### src/rtl/tetris_pkg.sv
// Shared definitions for the Tetris input path.
//   - HID keycodes recognised by the command generator
//   - Command-generator FSM state encoding
//   - Pulse-vector bit positions and small helper functions that map a
//     keycode onto its output pulse and the state entered on a new press
package tetris_pkg;

    localparam logic [7:0] KEY_NONE  = 8'h00;
    localparam logic [7:0] KEY_A     = 8'h04;
    localparam logic [7:0] KEY_D     = 8'h07;
    localparam logic [7:0] KEY_W     = 8'h1A;
    localparam logic [7:0] KEY_S     = 8'h16;
    localparam logic [7:0] KEY_SPACE = 8'h2C;

    // Bit positions inside the 5-bit pulse vector.
    localparam int P_LEFT  = 4;
    localparam int P_RIGHT = 3;
    localparam int P_ROT   = 2;
    localparam int P_SOFT  = 1;
    localparam int P_HARD  = 0;

    typedef enum logic [2:0] {
        IDLE   = 3'd0,
        DELAY  = 3'd1,
        REPEAT = 3'd2,
        SDROP  = 3'd3,
        HOLD   = 3'd4
    } state_t;

    function automatic logic key_is_mapped(input logic [7:0] key);
        return (key == KEY_A) || (key == KEY_D) || (key == KEY_W) ||
               (key == KEY_S) || (key == KEY_SPACE);
    endfunction

    // One-hot pulse for a mapped key; zero for anything else.
    function automatic logic [4:0] key_to_pulse(input logic [7:0] key);
        logic [4:0] p;
        p = 5'b0;
        case (key)
            KEY_A:     p[P_LEFT]  = 1'b1;
            KEY_D:     p[P_RIGHT] = 1'b1;
            KEY_W:     p[P_ROT]   = 1'b1;
            KEY_S:     p[P_SOFT]  = 1'b1;
            KEY_SPACE: p[P_HARD]  = 1'b1;
            default:   p = 5'b0;
        endcase
        return p;
    endfunction

    // State entered on a fresh press of a mapped key.
    function automatic state_t key_to_state(input logic [7:0] key);
        state_t s;
        case (key)
            KEY_A, KEY_D:     s = DELAY;
            KEY_S:            s = SDROP;
            KEY_W, KEY_SPACE: s = HOLD;
            default:          s = IDLE;
        endcase
        return s;
    endfunction

endpackage

### src/rtl/key_cmd_gen.sv
// Turns the raw HID keycode into one-cycle game command pulses.
//
// State table:
//   IDLE   | no mapped key held, nothing pending
//   DELAY  | A/D held, waiting out the auto-shift delay before first repeat
//   REPEAT | A/D held past the delay, pulsing every ARR_PERIOD cycles
//   SDROP  | S held, pulsing every SDROP_PERIOD cycles
//   HOLD   | W/space held, single shot already issued
//
// Ports:
//   frame_clk  in   sole clock, rising edge
//   Reset      in   synchronous, active-high
//   keycode    in   8-bit HID keycode, 0x00 = no key
//   move_left  out  pulse, key A
//   move_right out  pulse, key D
//   rotate     out  pulse, key W
//   soft_drop  out  pulse, key S
//   hard_drop  out  pulse, space
module key_cmd_gen
    import tetris_pkg::*;
#(
    parameter int DAS_DELAY    = 10,
    parameter int ARR_PERIOD   = 2,
    parameter int SDROP_PERIOD = 3
) (
    input  logic       frame_clk,
    input  logic       Reset,
    input  logic [7:0] keycode,
    output logic       move_left,
    output logic       move_right,
    output logic       rotate,
    output logic       soft_drop,
    output logic       hard_drop
);

    localparam int MAX_P_AD = (DAS_DELAY > ARR_PERIOD) ? DAS_DELAY : ARR_PERIOD;
    localparam int MAX_P    = (MAX_P_AD > SDROP_PERIOD) ? MAX_P_AD : SDROP_PERIOD;
    localparam int CNT_W    = $clog2(MAX_P) + 1;

    localparam logic [CNT_W-1:0] DAS_TC   = CNT_W'(DAS_DELAY - 1);
    localparam logic [CNT_W-1:0] ARR_TC   = CNT_W'(ARR_PERIOD - 1);
    localparam logic [CNT_W-1:0] SDROP_TC = CNT_W'(SDROP_PERIOD - 1);
    localparam logic [CNT_W-1:0] CNT_MAX  = '1;

    state_t           r_state;
    logic [CNT_W-1:0] r_cnt;
    logic [7:0]       r_last_key;
    logic [4:0]       r_pulse;

    state_t           w_state_nxt;
    logic [CNT_W-1:0] w_cnt_nxt;
    logic [CNT_W-1:0] w_cnt_inc;
    logic [7:0]       w_last_key_nxt;
    logic [4:0]       w_pulse_nxt;
    logic             w_mapped;
    logic             w_new_press;

    assign w_mapped    = key_is_mapped(keycode);
    assign w_new_press = w_mapped && (keycode != r_last_key);
    // Saturate so a stuck counter can never wrap round to a terminal count.
    assign w_cnt_inc   = (r_cnt == CNT_MAX) ? r_cnt : r_cnt + 1'b1;

    always_ff @(posedge frame_clk) begin
        if (Reset) begin
            r_state    <= IDLE;
            r_cnt      <= '0;
            r_last_key <= KEY_NONE;
            r_pulse    <= '0;
        end else begin
            r_state    <= w_state_nxt;
            r_cnt      <= w_cnt_nxt;
            r_last_key <= w_last_key_nxt;
            r_pulse    <= w_pulse_nxt;
        end
    end

    always_comb begin
        w_state_nxt    = r_state;
        w_cnt_nxt      = r_cnt;
        w_last_key_nxt = r_last_key;
        w_pulse_nxt    = '0;

        if (!w_mapped) begin
            // Release or unmapped key: drop everything, including a due repeat.
            w_state_nxt    = IDLE;
            w_cnt_nxt      = '0;
            w_last_key_nxt = KEY_NONE;
        end else if (w_new_press) begin
            // Also covers a direct key switch: timers restart with no idle gap.
            w_state_nxt    = key_to_state(keycode);
            w_cnt_nxt      = '0;
            w_last_key_nxt = keycode;
            w_pulse_nxt    = key_to_pulse(keycode);
        end else begin
            case (r_state)
                DELAY: begin
                    if (r_cnt == DAS_TC) begin
                        w_pulse_nxt = key_to_pulse(r_last_key);
                        w_cnt_nxt   = '0;
                        w_state_nxt = REPEAT;
                    end else begin
                        w_cnt_nxt = w_cnt_inc;
                    end
                end
                REPEAT: begin
                    if (r_cnt == ARR_TC) begin
                        w_pulse_nxt = key_to_pulse(r_last_key);
                        w_cnt_nxt   = '0;
                    end else begin
                        w_cnt_nxt = w_cnt_inc;
                    end
                end
                SDROP: begin
                    if (r_cnt == SDROP_TC) begin
                        w_pulse_nxt = key_to_pulse(r_last_key);
                        w_cnt_nxt   = '0;
                    end else begin
                        w_cnt_nxt = w_cnt_inc;
                    end
                end
                HOLD: begin
                    w_cnt_nxt = '0;
                end
                default: begin
                    w_state_nxt    = IDLE;
                    w_cnt_nxt      = '0;
                    w_last_key_nxt = KEY_NONE;
                end
            endcase
        end
    end

    assign move_left  = r_pulse[P_LEFT];
    assign move_right = r_pulse[P_RIGHT];
    assign rotate     = r_pulse[P_ROT];
    assign soft_drop  = r_pulse[P_SOFT];
    assign hard_drop  = r_pulse[P_HARD];

endmodule

### config.mk
export PLATFORM = sky130hd
export DESIGN_NAME = key_cmd_gen
export DESIGN_NICKNAME = d
export VERILOG_FILES = /design/src/rtl/tetris_pkg.sv /design/src/rtl/key_cmd_gen.sv
export SDC_FILE = /design/constraint.sdc
export NUM_CORES = 1
export LEC_CHECK = 0
export ABC_AREA = 1
export BUFFER_PORTS_ARGS = -buffer_cell sky130_fd_sc_hd__buf_2
export CORE_AREA = 2 2 57 54
export CTS_CLUSTER_SIZE = 40
export DETAILED_ROUTE_END_ITERATION = 8
export DIE_AREA = 0 0 59 56
export MAX_ROUTING_LAYER = met4
export PLACE_DENSITY_LB_ADDON = 0.1
export SLEW_MARGIN = 20
export SYNTH_ARGS = -nofsm -noshare
export SYNTH_HDL_FRONTEND = slang
export SYNTH_SLANG_ARGS = --single-unit
### constraint.sdc
create_clock -name frame_clk -period 1.2 [get_ports frame_clk]
set_input_delay 0.12 -clock frame_clk [delete_from_list [all_inputs] [get_ports frame_clk]]
set_output_delay 0.12 -clock frame_clk [all_outputs]
set_load 0.02 [all_outputs]
Word-level counts from Yosys, hierarchy flattened
Cells that the tools add are included.
{"block": "word_totals", "out_inout_bits": 5, "inputBits": 10, "regBits": 21}
{"block": "op_classes", "mux": 26, "bitwise": 1, "reduce_logical": 12, "add_sub_neg": 1, "n_eq_ne": 22}
{"cell": "5-bit two-way mux", "n": 8}
{"cell": "8-bit by 3-bit == test with 1-bit output (second input constant)", "n": 4}
{"cell": "8-bit by 5-bit == test with 1-bit output (second input constant)", "n": 4}
{"cell": "5-bit case mux with 3 select lines", "n": 2}
{"cell": "8-bit by 6-bit == test with 1-bit output (second input constant)", "n": 2}
{"cell": "8-bit two-way mux", "n": 2}
{"cell": "1-bit two-way mux", "n": 10}
{"cell": "3-bit case mux with 3 select lines", "n": 1}
{"cell": "8-bit inequality test", "n": 1}
{"cell": "3-bit by 2-bit == test with 1-bit output (second input constant)", "n": 2}
{"cell": "3-bit two-way mux", "n": 2}
{"cell": "3-bit case mux with 2 select lines", "n": 1}
{"cell": "2-bit OR reduction", "n": 3}
{"cell": "3-bit OR reduction", "n": 2}
{"cell": "5-bit by 1-bit adder with 5-bit output (second input constant)", "n": 1}
{"cell": "5-bit by 1-bit == test with 1-bit output (second input constant)", "n": 1}
{"cell": "5-bit by 2-bit == test with 1-bit output (second input constant)", "n": 1}
{"cell": "5-bit by 4-bit == test with 1-bit output (second input constant)", "n": 1}
{"cell": "5-bit == test (second input constant)", "n": 1}
{"cell": "1-bit logical OR", "n": 4}
{"cell": "2-bit by 1-bit inequality test with 1-bit output (second input constant)", "n": 2}
{"cell": "4-bit OR reduction", "n": 1}
{"cell": "3-bit by 1-bit == test with 1-bit output (second input constant)", "n": 1}
{"cell": "3-bit == test (second input constant)", "n": 1}
{"cell": "4 further kinds", "n": 4}

Depth between registers and ports, before layout
{"block": "logic_depth", "word_depth": 8, "depth_mapped": 12, "ltp_nobuf": 12}

Worst setup path after synthesis
Ideal clock, no wire load.
{"block": "synth_path", "path_kind": "reg2reg", "startpoint": "register r_last_key[0]", "endpoint": "register r_pulse[3]", "path_buffers": 0, "setup_slack_ps": -104, "setup_time_ps": 117, "required_time_ps": 1083, "t_arrival_ps": 1187, "path_stages_with_launch": 10, "path_cell_list": "dfxtp_1 > inv_1 > nand2_1 > nand4_1 > nor2_1 > nand2_1 > nand2_4 > inv_1 > a21oi_1 > nor2_1"}
{"block": "synth_via", "elab_chain_cells": 5}
{"item": "from (decl)", "line_no": "key_cmd_gen.sv:47", "source": "logic [7:0] r_last_key;"}
{"item": "from (signal assigned)", "line_no": "key_cmd_gen.sv:72", "source": "r_last_key <= w_last_key_nxt;"}
{"item": "8-bit by 3-bit == test with 1-bit output", "line_no": "tetris_pkg.sv:39", "source": "case (key)"}
{"item": "1-bit two-way mux", "line_no": "tetris_pkg.sv:39"}
{"item": "5-bit two-way mux, on equally long branches", "line_no": "key_cmd_gen.sv:114, key_cmd_gen.sv:97, key_cmd_gen.sv:106"}
{"item": "5-bit case mux with 3 select lines", "line_no": "key_cmd_gen.sv:95", "source": "case (r_state)"}
{"item": "5-bit two-way mux (*)", "line_no": "key_cmd_gen.sv:88", "source": "end else if (w_new_press) begin"}
{"item": "to (signal assigned)", "line_no": "key_cmd_gen.sv:73", "source": "r_pulse <= w_pulse_nxt;"}
{"item": "to (decl)", "line_no": "key_cmd_gen.sv:48", "source": "logic [4:0] r_pulse;"}
Every way passes the cells marked *; elsewhere a longest branch is shown, timed or not.
A chain may end at the register's enable or synchronous reset.

Worst setup path after layout
{"block": "layout_path", "startpoint": "register r_last_key[7]", "endpoint": "register r_pulse[0]"}
{"block": "layout_via", "elab_chain_cells": 5}
{"item": "8-bit by 6-bit == test with 1-bit output", "line_no": "tetris_pkg.sv:39"}
{"item": "1-bit two-way mux", "line_no": "tetris_pkg.sv:39"}
{"item": "5-bit two-way mux, on equally long branches", "line_no": "key_cmd_gen.sv:114, key_cmd_gen.sv:97, key_cmd_gen.sv:106"}
{"item": "5-bit case mux with 3 select lines", "line_no": "key_cmd_gen.sv:95"}
{"item": "5-bit two-way mux (*)", "line_no": "key_cmd_gen.sv:88"}
Marked as above.

==> impl_metrics.ini <==
[run_status]
status = finished with violations
violations = setup timing

[route]
route.detailed.drc = 0
vias_per_cell = 5.469
first_pass_iters = 4
wl_per_cell_um = 14.11
drt_wl_total_um = 4361
detail-route-antenna-nets = 0
drt_iter0_drc = 118
num_vias = 1690

[die]
die_w_um = 59
dieArea_um2 = 3304
rows = 18
die_y_um = 56
pin_count = 15
core-area_um2 = 2658
start_util = 0.5075

[power]
internal_power_mw = 0.8846
p_sw_frac = 0.2720
pwr-share-clk = 0.309
ir_drop_mv = 0.6524
p_comb_frac = 0.113
power.share.sequential = 0.577
leakagePower_nw = 0.9182
power_density_nw_per_um2 = 590.3
power_switching_mw = 0.3305

[layout]
nFillCells = 212
finalNonFillerCells = 309
area_growth_pct = 52.60
antennaDiodeCount = 0
layout_commonest_cell = buf_4
final_cell_mix = 49 x buf_4, 48 x nand2_1, 25 x nand3_1
nets = 293
drive_above_1_share = 0.4624

[sta]
finalSetupViolations = 19
hold_violations = 0
fin_ws_ps = -207.8
fmax_mhz = 710.3
drv_slew = 0
rsz0062_at_grt = yes
period_share = 1.173
finClkSkew_ps = 1.899
period_needed_ps = 1408

[synth]
yosysSeqAreaShare = 0.3117
ys.flop_type = dfxtp_1
ys_warn_count = 0
avgSynthCellArea_um2 = 6.392
ys_types = 26
synth_edf_count = 0
syn_inst = 211
synth_seq_cells = 21
synthArstFlopShare = 0
syn-cell-area_um2 = 1349

[clocking]
cts_tree = built
htreeDepth = 1
path_clk_slew_ps = 120
clkLatencyLatePin_ps = 330
clk_path_buf_depth = 2
cts_hold_buf = 0
clock-sinks = 21
cts-root-buf = clkbuf_4
cts_buffers = 3

[worst_setup_path]
critPathRequiredTime_ps = 1430
critPathArrivalTime_ps = 1640
r2r-start = r_last_key[7]
max_stage_delay_ps = 360
r2r_slack_ps = -210
end_kind = flop
cp_top_family = simple AND/OR/NAND/NOR gates
crit_fanout = 7
worstSetupStartpointType = flop
reg2reg_to = r_pulse[0]
worst-path-buf-inv = 1
critPathSlowestCell = dfxtp_2
critical_path_class = flop to flop
worstPathCellList = xnor2_1 -> nand2_1 -> nor2_2 -> nand2_4 -> buf_4 -> a21o_1 -> o211a_1
rr_worst_depth = 7

[grt]
grt_max_degree = 14
globalRouteTotalUtil = 0.2551
grt_pass1_wl_um = 6451
antenna_found_initial = 0
globalRouteOverflowTotal = 0
first_global_vias = 1487

[worst_hold_path]
worstHoldEndpoint = r_last_key[4]
worstHoldStart = keycode[4]
hp-class = input port to flop
worstHoldPathCells = 3

[placed_design]
pre_cts_slack_ps = -258.6
dp_hpwl_um = 2982
place_inst = 299
port_buffers = 14
place_congestion = 0.9155

[job]
max_cap_violations = 0
routing by layer:
metal / part of all wire / global-route usage / vias up / wire length, µm
li1: - / - / 824 / -
met1: 0.42 / 0.3215 / 787 / 1835
met2: 0.50 / 0.4063 / 66 / 2165
met3: 0.064 / 0.06047 / 13 / 281
met4: 0.018 / 0.06494 / 0 / 78
met5: 0 / - / - / 0
metrics by stage:
step                      instance area, µm²  TNS [ps]  hold WS, ps  total power [mW]    util
final                                   2058     -2874        94.97             1.215  0.7745
after global routing                    2058     -4403        82.88             1.267  0.7745
after CTS                               1941     -2364        105.3             1.195  0.7302
after detailed placement                1805     -3529        442.6            0.8427  0.6794
after global placement                  1805     -2759        445.3            0.8401  0.6794
after floorplan                         1383    -62.89        257.3            0.7758       -
synth_stat cells, types with 3 or more instances:
library cell	count	share of area
ha_1	3	0.028
nor3_1	3	0.011
nand3_1	32	0.12
inv_1	26	0.072
o21ai_0	3	0.011
xnor2_1	4	0.026
dfxtp_1	21	0.31
a21oi_1	16	0.059
nand4_1	6	0.028
nand2_1	52	0.14
inv_2	4	0.011
nor4_1	3	0.014
nor2_1	24	0.067
sequential cells by signal (all words and copies together), names as in the netlist:
register,cells
r_state,3
r_pulse,5
r_last_key,8
r_cnt,5
power by group through the flow:
stage,logic (mW),registers (mW),clock network [mW]
floorplan,0.0570,0.719,0
global placement,0.121,0.719,0
detailed placement,0.124,0.719,0
CTS,0.128,0.701,0.365
global route,0.151,0.702,0.415
finish,0.138,0.701,0.376
cell type report:
class | count | area (µm²) | area share
multi-input combinational | 160 | 987.2 | 0.4796
timing repair buffer | 64 | 449.2 | 0.2182
sequential | 21 | 439.2 | 0.2134
inverter | 30 | 115.1 | 0.05593
tap | 30 | 37.54 | 0.01824
clock buffer | 3 | 22.52 | 0.01094
clock inverter | 1 | 7.507 | 0.003647
timing repair:
| action | in CTS | in global routing |
|---|---|---|
| gates cloned | 1 | 0 |
| gates resized for setup | 23 | 26 |
| buffers inserted | 2 | 3 |
| pin swaps | 12 | 14 |
| endpoints found under the setup margin | 19 | 19 |
worst reg2reg max path, cell delays in order, from the launching register on:
cell,delay [ps]
dfxtp_2,360
xnor2_1,150
nand2_1,90
nor2_2,180
nand2_4,120
buf_4,150
a21o_1,150
o211a_1,110
how the worst max path moves through the flow:
stage / startpoint / endpoint / slack [ps] / cells after the start
global placement: keycode[0] / r_last_key[4] / -190 / 12
CTS: r_last_key[1] / r_state[1] / -150 / 10
detailed placement: keycode[0] / r_last_key[5] / -260 / 12
finish: r_last_key[7] / r_pulse[0] / -210 / 7
global route: r_last_key[6] / r_state[2] / -290 / 7
floorplan: r_cnt[0] / r_pulse[0] / -10 / 8
kinds of logic after synthesis:
| kind of cell | count (synthesis) | share of synthesized area |
|---|---|---|
| AO/OA/AOI/OAI | 22 | 0.09184 |
| adder cells (fa/ha/maj) | 3 | 0.02783 |
| buffers and inverters | 32 | 0.1002 |
| AND/OR/NAND/NOR | 127 | 0.4332 |
| XOR/XNOR | 5 | 0.03247 |
| flip-flops | 21 | 0.3117 |
| other | 1 | 0.002780 |
(Power assumes the default switching activity.)
